<file path="src/rtl/pp3_cfg_frame_loader.sv">
// ============================================================================
//  Module   : pp3_cfg_frame_loader
//  Purpose  : Parses framed configuration records from a byte stream,
//             validates address and XOR checksum, and commits each word to
//             the addressed PP3 LOGIC cell configuration latch.
//             Frame: A5, addr, NBYTES data (LSB byte first), checksum.
//  Options  : PP3_CFG_READBACK_EN adds a shadow array and a readback frame
//             (5A, addr, checksum) that returns the last committed word.
//  Revision : 1.0 - initial release
// ============================================================================
`default_nettype none

module pp3_cfg_frame_loader #(
  parameter int NUM_CELLS = 4,
  parameter int CFG_BITS  = 16,
  parameter int ADDR_W    = 2
) (
  input  logic                QCK,
  input  logic                QRT,
  input  logic                s_valid,
  input  logic [7:0]          s_data,
  output logic                s_ready,
  output logic                cfg_we,
  output logic [ADDR_W-1:0]   cfg_addr,
  output logic [CFG_BITS-1:0] cfg_data,
  output logic                busy,
  output logic                done,
  output logic                err,
  output logic [1:0]          err_code
`ifdef PP3_CFG_READBACK_EN
  ,
  output logic                rb_valid,
  output logic [CFG_BITS-1:0] rb_data,
  input  logic                rb_ready
`endif
);

  localparam int         NBYTES     = CFG_BITS / 8;
  localparam int         CNT_W      = (NBYTES > 1) ? $clog2(NBYTES) : 1;
  localparam logic [7:0] C_HDR_CFG  = 8'hA5;
  localparam logic [7:0] C_HDR_RB   = 8'h5A;
  localparam logic [1:0] C_ERR_CHK  = 2'b01;
  localparam logic [1:0] C_ERR_ADDR = 2'b10;

  typedef enum logic [2:0] {
    S_IDLE   = 3'd0,
    S_ADDR   = 3'd1,
    S_DATA   = 3'd2,
    S_CHK    = 3'd3,
    S_COMMIT = 3'd4
  } state_t;

  state_t              r_state;
  logic [ADDR_W-1:0]   r_addr;
  logic                r_bad_addr;
  logic [CFG_BITS-1:0] r_data;
  logic [7:0]          r_chk;
  logic [CNT_W-1:0]    r_cnt;

  logic                w_xfer;
  logic                w_bad_addr;
  logic                w_last_byte;
  logic                w_rb_hold;

  assign w_xfer      = s_valid & s_ready;
  // Range check on the full received byte so high address bits are not lost.
  assign w_bad_addr  = ({1'b0, s_data} >= 9'(NUM_CELLS));
  assign w_last_byte = (r_cnt == CNT_W'(NBYTES - 1));

`ifdef PP3_CFG_READBACK_EN
  logic                r_rb;
  logic [CFG_BITS-1:0] r_shadow [NUM_CELLS];

  // A pending readback result holds off new input bytes.
  assign w_rb_hold = rb_valid;
`else
  assign w_rb_hold = 1'b0;
`endif

  // Frame parser FSM; every output is registered here.
  always_ff @(posedge QCK) begin
    if (QRT) begin
      r_state    <= S_IDLE;
      r_addr     <= '0;
      r_bad_addr <= 1'b0;
      r_data     <= '0;
      r_chk      <= '0;
      r_cnt      <= '0;
      s_ready    <= 1'b0;
      cfg_we     <= 1'b0;
      cfg_addr   <= '0;
      cfg_data   <= '0;
      busy       <= 1'b0;
      done       <= 1'b0;
      err        <= 1'b0;
      err_code   <= '0;
`ifdef PP3_CFG_READBACK_EN
      r_rb       <= 1'b0;
      rb_valid   <= 1'b0;
      rb_data    <= '0;
      for (int i = 0; i < NUM_CELLS; i++) begin
        r_shadow[i] <= '0;
      end
`endif
    end else begin
      // Strobes are single-cycle unless re-asserted below.
      cfg_we <= 1'b0;
      done   <= 1'b0;
      err    <= 1'b0;

      case (r_state)
        S_IDLE: begin
          s_ready <= ~w_rb_hold;
          if (w_xfer) begin
            if (s_data == C_HDR_CFG) begin
              r_state <= S_ADDR;
              busy    <= 1'b1;
`ifdef PP3_CFG_READBACK_EN
              r_rb    <= 1'b0;
`endif
            end
`ifdef PP3_CFG_READBACK_EN
            else if (s_data == C_HDR_RB) begin
              r_state <= S_ADDR;
              busy    <= 1'b1;
              r_rb    <= 1'b1;
            end
`endif
            // Anything else is dropped while hunting for a header.
          end
        end

        S_ADDR: begin
          if (w_xfer) begin
            r_addr     <= s_data[ADDR_W-1:0];
            r_bad_addr <= w_bad_addr;
            r_chk      <= s_data;
            r_cnt      <= '0;
`ifdef PP3_CFG_READBACK_EN
            // Readback frames carry no payload.
            r_state    <= r_rb ? S_CHK : S_DATA;
`else
            r_state    <= S_DATA;
`endif
          end
        end

        S_DATA: begin
          if (w_xfer) begin
            for (int k = 0; k < NBYTES; k++) begin
              if (r_cnt == CNT_W'(k)) begin
                r_data[8*k +: 8] <= s_data;
              end
            end
            r_chk <= r_chk ^ s_data;
            r_cnt <= r_cnt + CNT_W'(1);
            if (w_last_byte) begin
              r_state <= S_CHK;
            end
          end
        end

        S_CHK: begin
          if (w_xfer) begin
            if (r_bad_addr) begin
              // Address errors outrank checksum errors.
              err      <= 1'b1;
              err_code <= C_ERR_ADDR;
              r_state  <= S_IDLE;
              busy     <= 1'b0;
            end else if (s_data != r_chk) begin
              err      <= 1'b1;
              err_code <= C_ERR_CHK;
              r_state  <= S_IDLE;
              busy     <= 1'b0;
            end
`ifdef PP3_CFG_READBACK_EN
            else if (r_rb) begin
              rb_valid <= 1'b1;
              rb_data  <= r_shadow[r_addr];
              s_ready  <= 1'b0;
              r_state  <= S_IDLE;
              busy     <= 1'b0;
            end
`endif
            else begin
              // Latch outputs change only here, so rejected frames
              // never disturb the visible configuration word.
              cfg_we   <= 1'b1;
              done     <= 1'b1;
              cfg_addr <= r_addr;
              cfg_data <= r_data;
              s_ready  <= 1'b0;
              r_state  <= S_COMMIT;
`ifdef PP3_CFG_READBACK_EN
              r_shadow[r_addr] <= r_data;
`endif
            end
          end
        end

        S_COMMIT: begin
          s_ready <= ~w_rb_hold;
          r_state <= S_IDLE;
          busy    <= 1'b0;
        end

        default: begin
          r_state <= S_IDLE;
          busy    <= 1'b0;
          s_ready <= 1'b1;
        end
      endcase

`ifdef PP3_CFG_READBACK_EN
      // Readback result is consumed once the sink samples rb_ready high.
      if (rb_valid && rb_ready) begin
        rb_valid <= 1'b0;
        s_ready  <= 1'b1;
      end
`endif
    end
  end

endmodule

`default_nettype wire

</file>
<file path="config.mk">
export PLATFORM = sky130hd
export DESIGN_NAME = pp3_cfg_frame_loader
export DESIGN_NICKNAME = d
export VERILOG_FILES = /design/src/rtl/pp3_cfg_frame_loader.sv
export SDC_FILE = /design/constraint.sdc
export NUM_CORES = 1
export LEC_CHECK = 0
export CORE_MARGIN = 2
export CORE_UTILIZATION = 35
export DETAILED_ROUTE_END_ITERATION = 10
export DONT_BUFFER_PORTS = 1
export GPL_TIMING_DRIVEN = 0
export PLACE_DENSITY = 0.5
export SLEW_MARGIN = 20
export SYNTH_ARGS = -nofsm -noshare
export SYNTH_HDL_FRONTEND = slang
export SYNTH_SLANG_ARGS = --single-unit
</file>
<file path="constraint.sdc">
create_clock -name QCK -period 5.1 [get_ports QCK]
set_input_delay 0.51 -clock QCK [delete_from_list [all_inputs] [get_ports QCK]]
set_output_delay 0.51 -clock QCK [all_outputs]
set_load 0.02 [all_outputs]
</file>
Word level (Yosys, flattened, before mapping)
Index checks and enable logic that the tools add are counted.

Flip-flop bits (word level): 55. Bits of input ports: 11. Output and inout bits: 25. Word-level logic and storage cells: 83.

Add/subtract/negate cells: 1. Order comparisons: 1. Equal/unequal tests: 14. Mux-type cells: 30. Bitwise gates (word level): 8. Reductions and logical operators: 15.

Operator list (count): 3-bit two-way mux (8); 8-bit two-way mux (2); 2-bit != test, second input constant (8); 8-bit case mux with 2 select lines (1); 1-bit two-way mux (13); 3-bit case mux with 4 select lines (1); 3-bit AND reduction (4); 8-bit == test, second input constant (1); 8-bit by 3-bit >= comparator with 1-bit output, second input constant (1); 8-bit != test (1); 4-bit AND reduction (2); 8-bit XOR (1); 3-bit by 2-bit == test with 1-bit output, second input constant (2); 1-bit inverter (6); 6-bit AND reduction (1); 5-bit AND reduction (1); 2-bit two-way mux (2); 1-bit case mux with 2 select lines (2); 2-bit nonzero test (2); 4-bit OR reduction (1); 3-bit by 1-bit == test with 1-bit output, second input constant (1); 3-bit zero test (1); 3-bit != test, second input constant (1); 1-bit case mux with 3 select lines (1); other kinds (5) (5).

Depth between registers and ports, before layout
Gate-level depths: netlist (run 1).

Depth in word-level cells: 5. Mapped depth: 8. Mapped depth without buffers: 4.

Least setup slack after synthesis (run 1)
Ideal clock, no wire load.

Kind: in2reg. From: input s_data[4]. To: register r_state[0]. Arrival: 1896 ps. Slack: 3134 ps. Stages: 4. Path buffers: 0. Cells stage by stage: or3_1 > or4_4 > a2111o_1 > a21boi_1.

Word-level cells in the longest chain between the ends: 3.

RTL lines: start: declaration (line 21) `input logic [7:0] s_data,`; 8-bit == test (line 115) `if (s_data == C_HDR_CFG) begin`; 2-bit != test (no source line); 6-bit AND reduction (no source line); end signal: assignment (line 116) `r_state <= S_ADDR;`; end signal: assignment (line 143) `r_state <= S_DATA;`; end signal: assignment (line 158) `r_state <= S_CHK;`; end: declaration (line 53) `state_t r_state;`.

No other way between the ends. A chain may end at the register's enable or synchronous reset.

Final worst setup path (run 1)
From: register s_ready. To: register cfg_data[2].

Word-level cells in the longest chain between the ends: 2.

RTL lines: start: declaration (line 22) `output logic s_ready,`; start signal: assignment (line 113) `s_ready <= ~w_rb_hold;`; start signal: assignment (line 203) `s_ready <= ~w_rb_hold;`; 1-bit AND (line 65) `assign w_xfer = s_valid & s_ready;`; 4-bit AND reduction (no source line); end signal: assignment (line 192) `cfg_data <= r_data;`; end: declaration (line 25) `output logic [CFG_BITS-1:0] cfg_data,`.

No other way between the ends.

==> metrics, run 1 <==
Yosys top cell by area=dfxtp_1; Syn-to-layout area delta=8.93%; Max-cap violations=0; antenna violation net count after detailed routing=0; number of I/O port buffers=0; Post-CTS Hold Buffers=0; type of element capturing the critical path=register; proportion of layout cells with a drive suffix above 1=0.0704; wire length per cell after detailed routing=15.3 µm; post-detailed-routing wire length=5580 µm; first-pass GRT wire length=9110 µm; type of origin of the critical path=register; required time of the worst setup path=5.35 ns; main flop type after synthesis=dfxtp_1; post-synthesis cell type count=34; worst flop-to-flop path endpoint=cfg_data[2]$_SDFFE_PP0P_; final clock period utilization by the worst path=0.416; Post-Route Setup TNS=0 ns; cell leakage power=0.000886 µW; status=completed; antenna violations before repair=0; Setup CP Type=reg2reg; overall via count from detail_route=1,862; final hold violations=0; top fanout value on the critical path=10; WHS Path Cells=2; Min-Delay Path Class=in2reg; HPWL Detailed=3920 µm; RR Startpoint=s_ready$_SDFFE_PP0P_; fraction of power consumed by sequential logic=0.573; global routing usage summed across all routing layers=0.157; Psw=168 µW; setup repair after global routing missed its margin=no; Mapped Area=2410 µm²; Overall Power=752 µW; cell chosen for the clock root=clkbuf_8; number of nets in the synthesized netlist=287; Relative slew margins=0.475; initial core utilization=0.359; H-tree lvl count=2; clock tree from TritonCTS=yes; destination of the worst hold path=r_data[6]$_SDFFE_PP0P_; number of ports placed on the die boundary=36; Core Area=6720 µm²; Sw Ratio=0.224; largest net degree at the start of global routing=19; count of yosys warnings during synthesis=0; setup skew after layout=0.00943 ns; Ant. Diodes=0; worst path arrival time=2.37 ns; Reg2Reg Setup Slack=2.98 ns; Clock Power Share=0.398; total CTS buffers=5; Clk Latency, worst-skew pair=0.31 ns; die height=87 µm; die area=7570 µm²; number of buffers inserted to repair setup after CTS=0; Comb pwr share=0.028; internal portion of total power=584 µW; Final Critical Period=2.12 ns; DRT Pass-1 Iters=4; pins over their slew limit=0; number of cells upsized or downsized after cts=0; global route overflow=0; Post-layout nets=294; Cells after Synth=276; gp weighted congestion=0.814; length in cells of the worst reg-to-reg path=7; power density cells=286 nW/µm²; clk sink count=55; dominant cells by area after synthesis=dfxtp_1 (46%), mux2i_1 (15%), nand2_1 (6.7%); final setup violating endpoints=0; worst-margin pin slew=0.782 ns; share of the yosys chip area belonging to registers=0.457; cell row count=30; worst IR drop on VDD=0.123 mV; startpoint of the worst hold path=s_data[6]; synthesized flop and latch total=55; Die Wd=87 µm; average cell area after synthesis=8.74 µm²; clock-pin slew on the worst setup and hold paths=0.11 ns; via count of the first global-routing pass=1,732; fmax=471 MHz; area share of the leading cell type in the synthesized netlist=0.457; maximum clock path buffer count=2; share of flip-flops with an asynchronous set or reset after synthesis=0; number of enable-type register cells in the synthesized netlist=0; iteration-0 DRC count of the detailed router=57; Vias/cell=5.12; DRC violations left=0
-- sequential cells by signal (all words and copies together) (netlist names) --
name,flops
busy,1
cfg_addr,2
cfg_data,16
done,1
err,1
err_code,2
r_addr,2
r_bad_addr,1
r_chk,8
r_cnt,1
r_data,16
r_state,3
s_ready,1
-- cell type report --
class / count / area [µm²]
sequential: 55 / 1100
clock buffer: 5 / 68.8
clock inverter: 3 / 46.3
multi-input combinational: 196 / 1200
inverter: 5 / 18.8
tap: 80 / 100
fill: 689 / 4090
buffer: 20 / 95.1
-- worst max-delay path by stage --
stage,startpoint,endpoint,slack (ns),cells after the start
2_1_floorplan,s_data[4],r_state[0]$_SDFFE_PP0P_,3.13,4
3_3_place_gp,s_ready$_SDFFE_PP0P_,cfg_addr[0]$_SDFFE_PP0P_,2.98,7
3_5_place_dp,s_ready$_SDFFE_PP0P_,cfg_data[4]$_SDFFE_PP0P_,2.98,7
4_1_cts,s_ready$_SDFFE_PP0P_,cfg_data[2]$_SDFFE_PP0P_,2.95,7
5_1_grt,s_ready$_SDFFE_PP0P_,cfg_data[0]$_SDFFE_PP0P_,2.83,7
6_report,s_ready$_SDFFE_PP0P_,cfg_data[2]$_SDFFE_PP0P_,2.98,7
-- through the flow --
stage	setup slack (ns)	cell area, µm²	util	std cells	hold slack (ns)
finish	2.98	2630	0.391	364	0.339
global route	2.83	2630	0.391	364	0.323
CTS	2.95	2630	0.391	364	0.333
detailed placement	2.98	2510	0.374	356	0.455
global placement	2.98	2510	0.374	356	0.452
floorplan	3.13	2410	-	276	0.437
-- layout by cell type, fill, tap and decap left out, drive strengths merged --
cell type / netlist / routed
dfxtp: 55 / 55
nand2: 43 / 43
mux2i: 36 / 36
nor2: 30 / 30
clkbuf: 13 / 18
o21ai: 17 / 17
nor3: 13 / 13
xnor2: 10 / 10
a21oi: 9 / 9
and2: 8 / 8
buf: 7 / 7
inv: 5 / 6
or3: 3 / 3
nor4: 3 / 3
nor3b: 3 / 3
a211oi: 3 / 3
or3b: 2 / 2
nand3: 2 / 2
a32o: 2 / 2
or2: 2 / 2
or4: 2 / 2
nand3b: 1 / 1
nand4: 1 / 1
a2111o: 1 / 1
a21boi: 1 / 1
o31ai: 1 / 1
o41ai: 1 / 1
o21bai: 1 / 1
o311a: 1 / 1
bufinv: 0 / 1
clkinvlp: 0 / 1
-- Yosys cell counts, drive strengths merged, types with 3 or more instances --
| cell | instances |
|---|---|
| mux2i | 36 |
| or3 | 3 |
| xnor2 | 10 |
| nor2 | 30 |
| nor3 | 13 |
| clkbuf | 13 |
| o21ai | 17 |
| inv | 5 |
| nand2 | 43 |
| nor4 | 3 |
| a211oi | 3 |
| nor3b | 3 |
| a21oi | 9 |
| and2 | 8 |
| dfxtp | 55 |
| buf | 7 |
-- worst max-delay path, cell delays in order (launching register included) --
cell and delay (ns):
dfxtp_1 0.53, nand3b_1 0.13, or2_1 0.21, clkbuf_1 0.19, nor4_1 0.33, buf_4 0.27
buf_6 0.20, mux2i_1 0.19
-- power by group through the flow --
stage / Clock (µW) / Combinational, µW / Sequential (µW)
finish: 300 / 21.3 / 431
global route: 326 / 24.0 / 431
CTS: 306 / 21.8 / 431
detailed placement: 0 / 21.8 / 441
global placement: 0 / 22.1 / 441
floorplan: 0 / 15.7 / 441
-- routing by layer --
metal | global-route usage | routed length, µm | vias to the layer above
met4 | 0.0497 | 42 | 0
met1 | 0.212 | 2810 | 873
met2 | 0.235 | 2450 | 28
met3 | 0.0512 | 270 | 4
met5 | 0 | 0 | -
li1 | - | - | 957
-- kinds of logic (layout without fill, tap and decap cells) --
family,Yosys count,after routing,share of synthesized area
AND/OR/NAND/NOR,113,113,0.217
buffers and inverters,25,33,0.0472
XOR/XNOR,10,10,0.0363
flip-flops,55,55,0.457
AO/OA/AOI/OAI,37,37,0.0934
multiplexers,36,36,0.149
(Power assumes the default switching activity.)
==> run 2: changes to the inputs <==
--- a/config.mk
+++ b/config.mk
@@ -10,7 +10,7 @@
 export DETAILED_ROUTE_END_ITERATION = 10
 export DONT_BUFFER_PORTS = 1
 export GPL_TIMING_DRIVEN = 0
-export PLACE_DENSITY = 0.5
+export PLACE_DENSITY = 0.52
 export SLEW_MARGIN = 20
 export SYNTH_ARGS = -nofsm -noshare
 export SYNTH_HDL_FRONTEND = slang
==> constraint.sdc (replaced) <==
create_clock -name QCK -period 1.8 [get_ports QCK]
set_input_delay 0.18 -clock QCK [delete_from_list [all_inputs] [get_ports QCK]]
set_output_delay 0.18 -clock QCK [all_outputs]
set_load 0.02 [all_outputs]
==> run 2 against run 1 <==
Combinational power grew to 3.8 times the previous value. Clock power grew 140%. Maximum frequency grew 21%. Die area is the same. Via count grew 4.6%. Clock skew shrank 0.0025 ns. Final cell count grew 1.6%. Sequential share of layout area shrank 1.7 points. Critical path type unchanged. Largest power group unchanged.
==> metrics, run 2 (synthesis gave the netlist of run 1 again) <==
setup repair after global routing missed its margin=yes (was no); via count of the first global-routing pass=1,885 (was 1,732); most frequent standard cell in the layout excluding fill and tap cells=dfxtp_1 (unchanged); worst flop-to-flop path endpoint=r_data[13]$_SDFFE_PP0P_ (was cfg_data[2]$_SDFFE_PP0P_); final worst slack=0.0461 ns (was 2.98 ns); WHS Path Cells=2 (unchanged); post-placement cell area=2530 µm² (was 2510 µm²); Overall Power=2030 µW (was 752 µW); type of origin of the critical path=register (unchanged); worst IR drop on VDD=0.352 mV (was 0.123 mV); overall via count from detail_route=1,948 (was 1,862); antenna violations before repair=0 (unchanged); fmax=570 MHz (was 471 MHz); Clk Latency, worst-skew pair=0.31 ns (about the same); H-tree lvl count=2 (unchanged); Max-cap violations=0 (unchanged); clock tree from TritonCTS=yes (unchanged); status=completed (unchanged); Min-Delay Path Class=in2reg (unchanged); power density cells=732 nW/µm² (was 286 nW/µm²); Relative slew margins=0.636 (was 0.475); die height=87 µm (unchanged); clk sink count=55 (unchanged); leading cell types in the layout, fill and taps excluded=dfxtp_1 (48), nand2_1 (42), mux2i_1 (36) (was dfxtp_1 (55), nand2_1 (43), mux2i_1 (36)); largest net degree at the start of global routing=19 (unchanged); fraction of power consumed by sequential logic=0.601 (was 0.573); HPWL Detailed=3940 µm (was 3920 µm); Comb pwr share=0.039 (was 0.028); Sw Ratio=0.246 (was 0.224); length in cells of the worst reg-to-reg path=5 (was 7); Post-Route Hold Slack=0.00295 ns (was 0.339 ns); final clock period utilization by the worst path=0.974 (was 0.416); final setup violating endpoints=0 (unchanged); sequential cell area=1110 µm² (was 1100 µm²); setup skew after layout=0.00692 ns (was 0.00943 ns); number of I/O port buffers=0 (unchanged); area of all placed cells without fillers=2770 µm² (was 2630 µm²); clock-pin slew on the worst setup and hold paths=0.11 ns (about the same); DRT Pass-1 Iters=4 (unchanged); internal portion of total power=1530 µW (was 584 µW); global route overflow=0 (unchanged); final core occ=0.412 (was 0.391); Syn-to-layout area delta=14.9% (was 8.93%); Post-layout nets=300 (was 294); startpoint of the worst hold path=s_data[0] (was s_data[6]); pins over their slew limit=0 (unchanged); global routing usage summed across all routing layers=0.164 (was 0.157); initial core utilization=0.359 (unchanged); worst-margin pin slew=0.546 ns (was 0.782 ns); Top Registers=cfg_data x16, r_data x16, r_chk x8 (unchanged); die area=7570 µm² (unchanged); type of element capturing the critical path=register (unchanged); iteration-0 DRC count of the detailed router=89 (was 57); required time of the worst setup path=2.00 ns (was 5.35 ns); top fanout value on the critical path=9 (was 10); gp weighted congestion=0.821 (was 0.814); first-pass GRT wire length=9630 µm (was 9110 µm); Clock Power Share=0.359 (was 0.398); cell leakage power=0.000949 µW (was 0.000886 µW); RR Startpoint=r_state[0]$_SDFFE_PP0P_ (was s_ready$_SDFFE_PP0P_); Core Area=6720 µm² (unchanged); # fillers=677 (was 689); destination of the worst hold path=r_chk[0]$_SDFFE_PP0P_ (was r_data[6]$_SDFFE_PP0P_); proportion of layout cells with a drive suffix above 1=0.124 (was 0.0704); final hold violations=0 (unchanged); antenna violation net count after detailed routing=0 (unchanged); Final Critical Period=1.75 ns (was 2.12 ns); worst path arrival time=1.96 ns (was 2.37 ns); Die Wd=87 µm (unchanged); wire length per cell after detailed routing=16.0 µm (was 15.3 µm); Vias/cell=5.26 (was 5.12); Ant. Diodes=0 (unchanged); Setup CP Type=reg2reg (unchanged); DRC violations left=0 (unchanged); setup slack at placement=-0.321 ns (was 2.98 ns); post-detailed-routing wire length=5920 µm (was 5580 µm); number of ports placed on the die boundary=36 (unchanged); total CTS buffers=5 (unchanged); cell chosen for the clock root=clkbuf_8 (unchanged); Psw=500 µW (was 168 µW); multi-input combinational cell area=1250 µm² (was 1200 µm²); cell row count=30 (unchanged); maximum clock path buffer count=2 (unchanged); Reg2Reg Setup Slack=0.05 ns (was 2.98 ns)
run 2: cell types whose count changed in the layout (fill, tap and decap cells not counted), sizes merged:
cell | before | now
dlygate4sd3 | 0 | 7
buf | 7 | 9
clkbuf | 18 | 15
clkinv | 0 | 1
clkinvlp | 1 | 0
inv | 6 | 7
bufinv | 1 | 0
run 2: power by group through the flow:
stage	registers (µW)	clock network, µW	logic, µW
6_report	1220	728	79.9
4_1_cts	1220	762	73.3
3_3_place_gp	1250	0	61.6
3_5_place_dp	1250	0	61.9
2_1_floorplan	1250	0	44.4
5_1_grt	1220	812	88.2
run 2: layout make-up:
type | count | area share
multi-input combinational | 196 | 0.450
timing repair buffer | 10 | 0.0348
inverter | 5 | 0.00678
sequential | 55 | 0.402
clock inverter | 3 | 0.00813
clock buffer | 5 | 0.0248
buffer | 16 | 0.0366
tap | 80 | 0.0361
run 2: critical path, stage by stage (launching register included):
cell and delay, ns:
dfxtp_2 0.33, buf_6 0.13, or3b_4 0.43, or3_4 0.50, mux2i_1 0.19, nor2_1 0.05
run 2: how the worst max path moves through the flow:
stage | from | endpoint | cells after the start
global route | r_state[0]$_SDFFE_PP0P_ | r_data[13]$_SDFFE_PP0P_ | 5
global placement | r_state[1]$_SDFFE_PP0P_ | cfg_addr[0]$_SDFFE_PP0P_ | 7
floorplan | r_state[0]$_SDFFE_PP0P_ | cfg_addr[0]$_SDFFE_PP0P_ | 8
finish | r_state[0]$_SDFFE_PP0P_ | r_data[13]$_SDFFE_PP0P_ | 5
detailed placement | r_state[1]$_SDFFE_PP0P_ | cfg_data[4]$_SDFFE_PP0P_ | 7
CTS | r_state[0]$_SDFFE_PP0P_ | r_chk[5]$_SDFFE_PP0P_ | 6
run 2: stage by stage:
step | setup TNS [ns] | std cells
2_1_floorplan | 0 | 276
3_3_place_gp | -6.83 | 356
3_5_place_dp | -7.16 | 356
4_1_cts | -0.0934 | 369
5_1_grt | -0.0492 | 370
6_report | 0 | 370
run 2: metal layers:
metal,track usage,routed length (µm)
met1,0.231,2840
met3,0.0436,400
met2,0.246,2690
met5,0,0
met4,0.0469,0
run 2: what timing repair did:
| item | CTS | global route |
|---|---|---|
| hold buffers | 5 | 2 |
| endpoints found under the hold margin | 5 | 2 |
| setup endpoints to repair | 44 | 43 |
| buffers inserted | 2 | 1 |
| gates resized for setup | 10 | 17 |
| pin swaps | 2 | 4 |
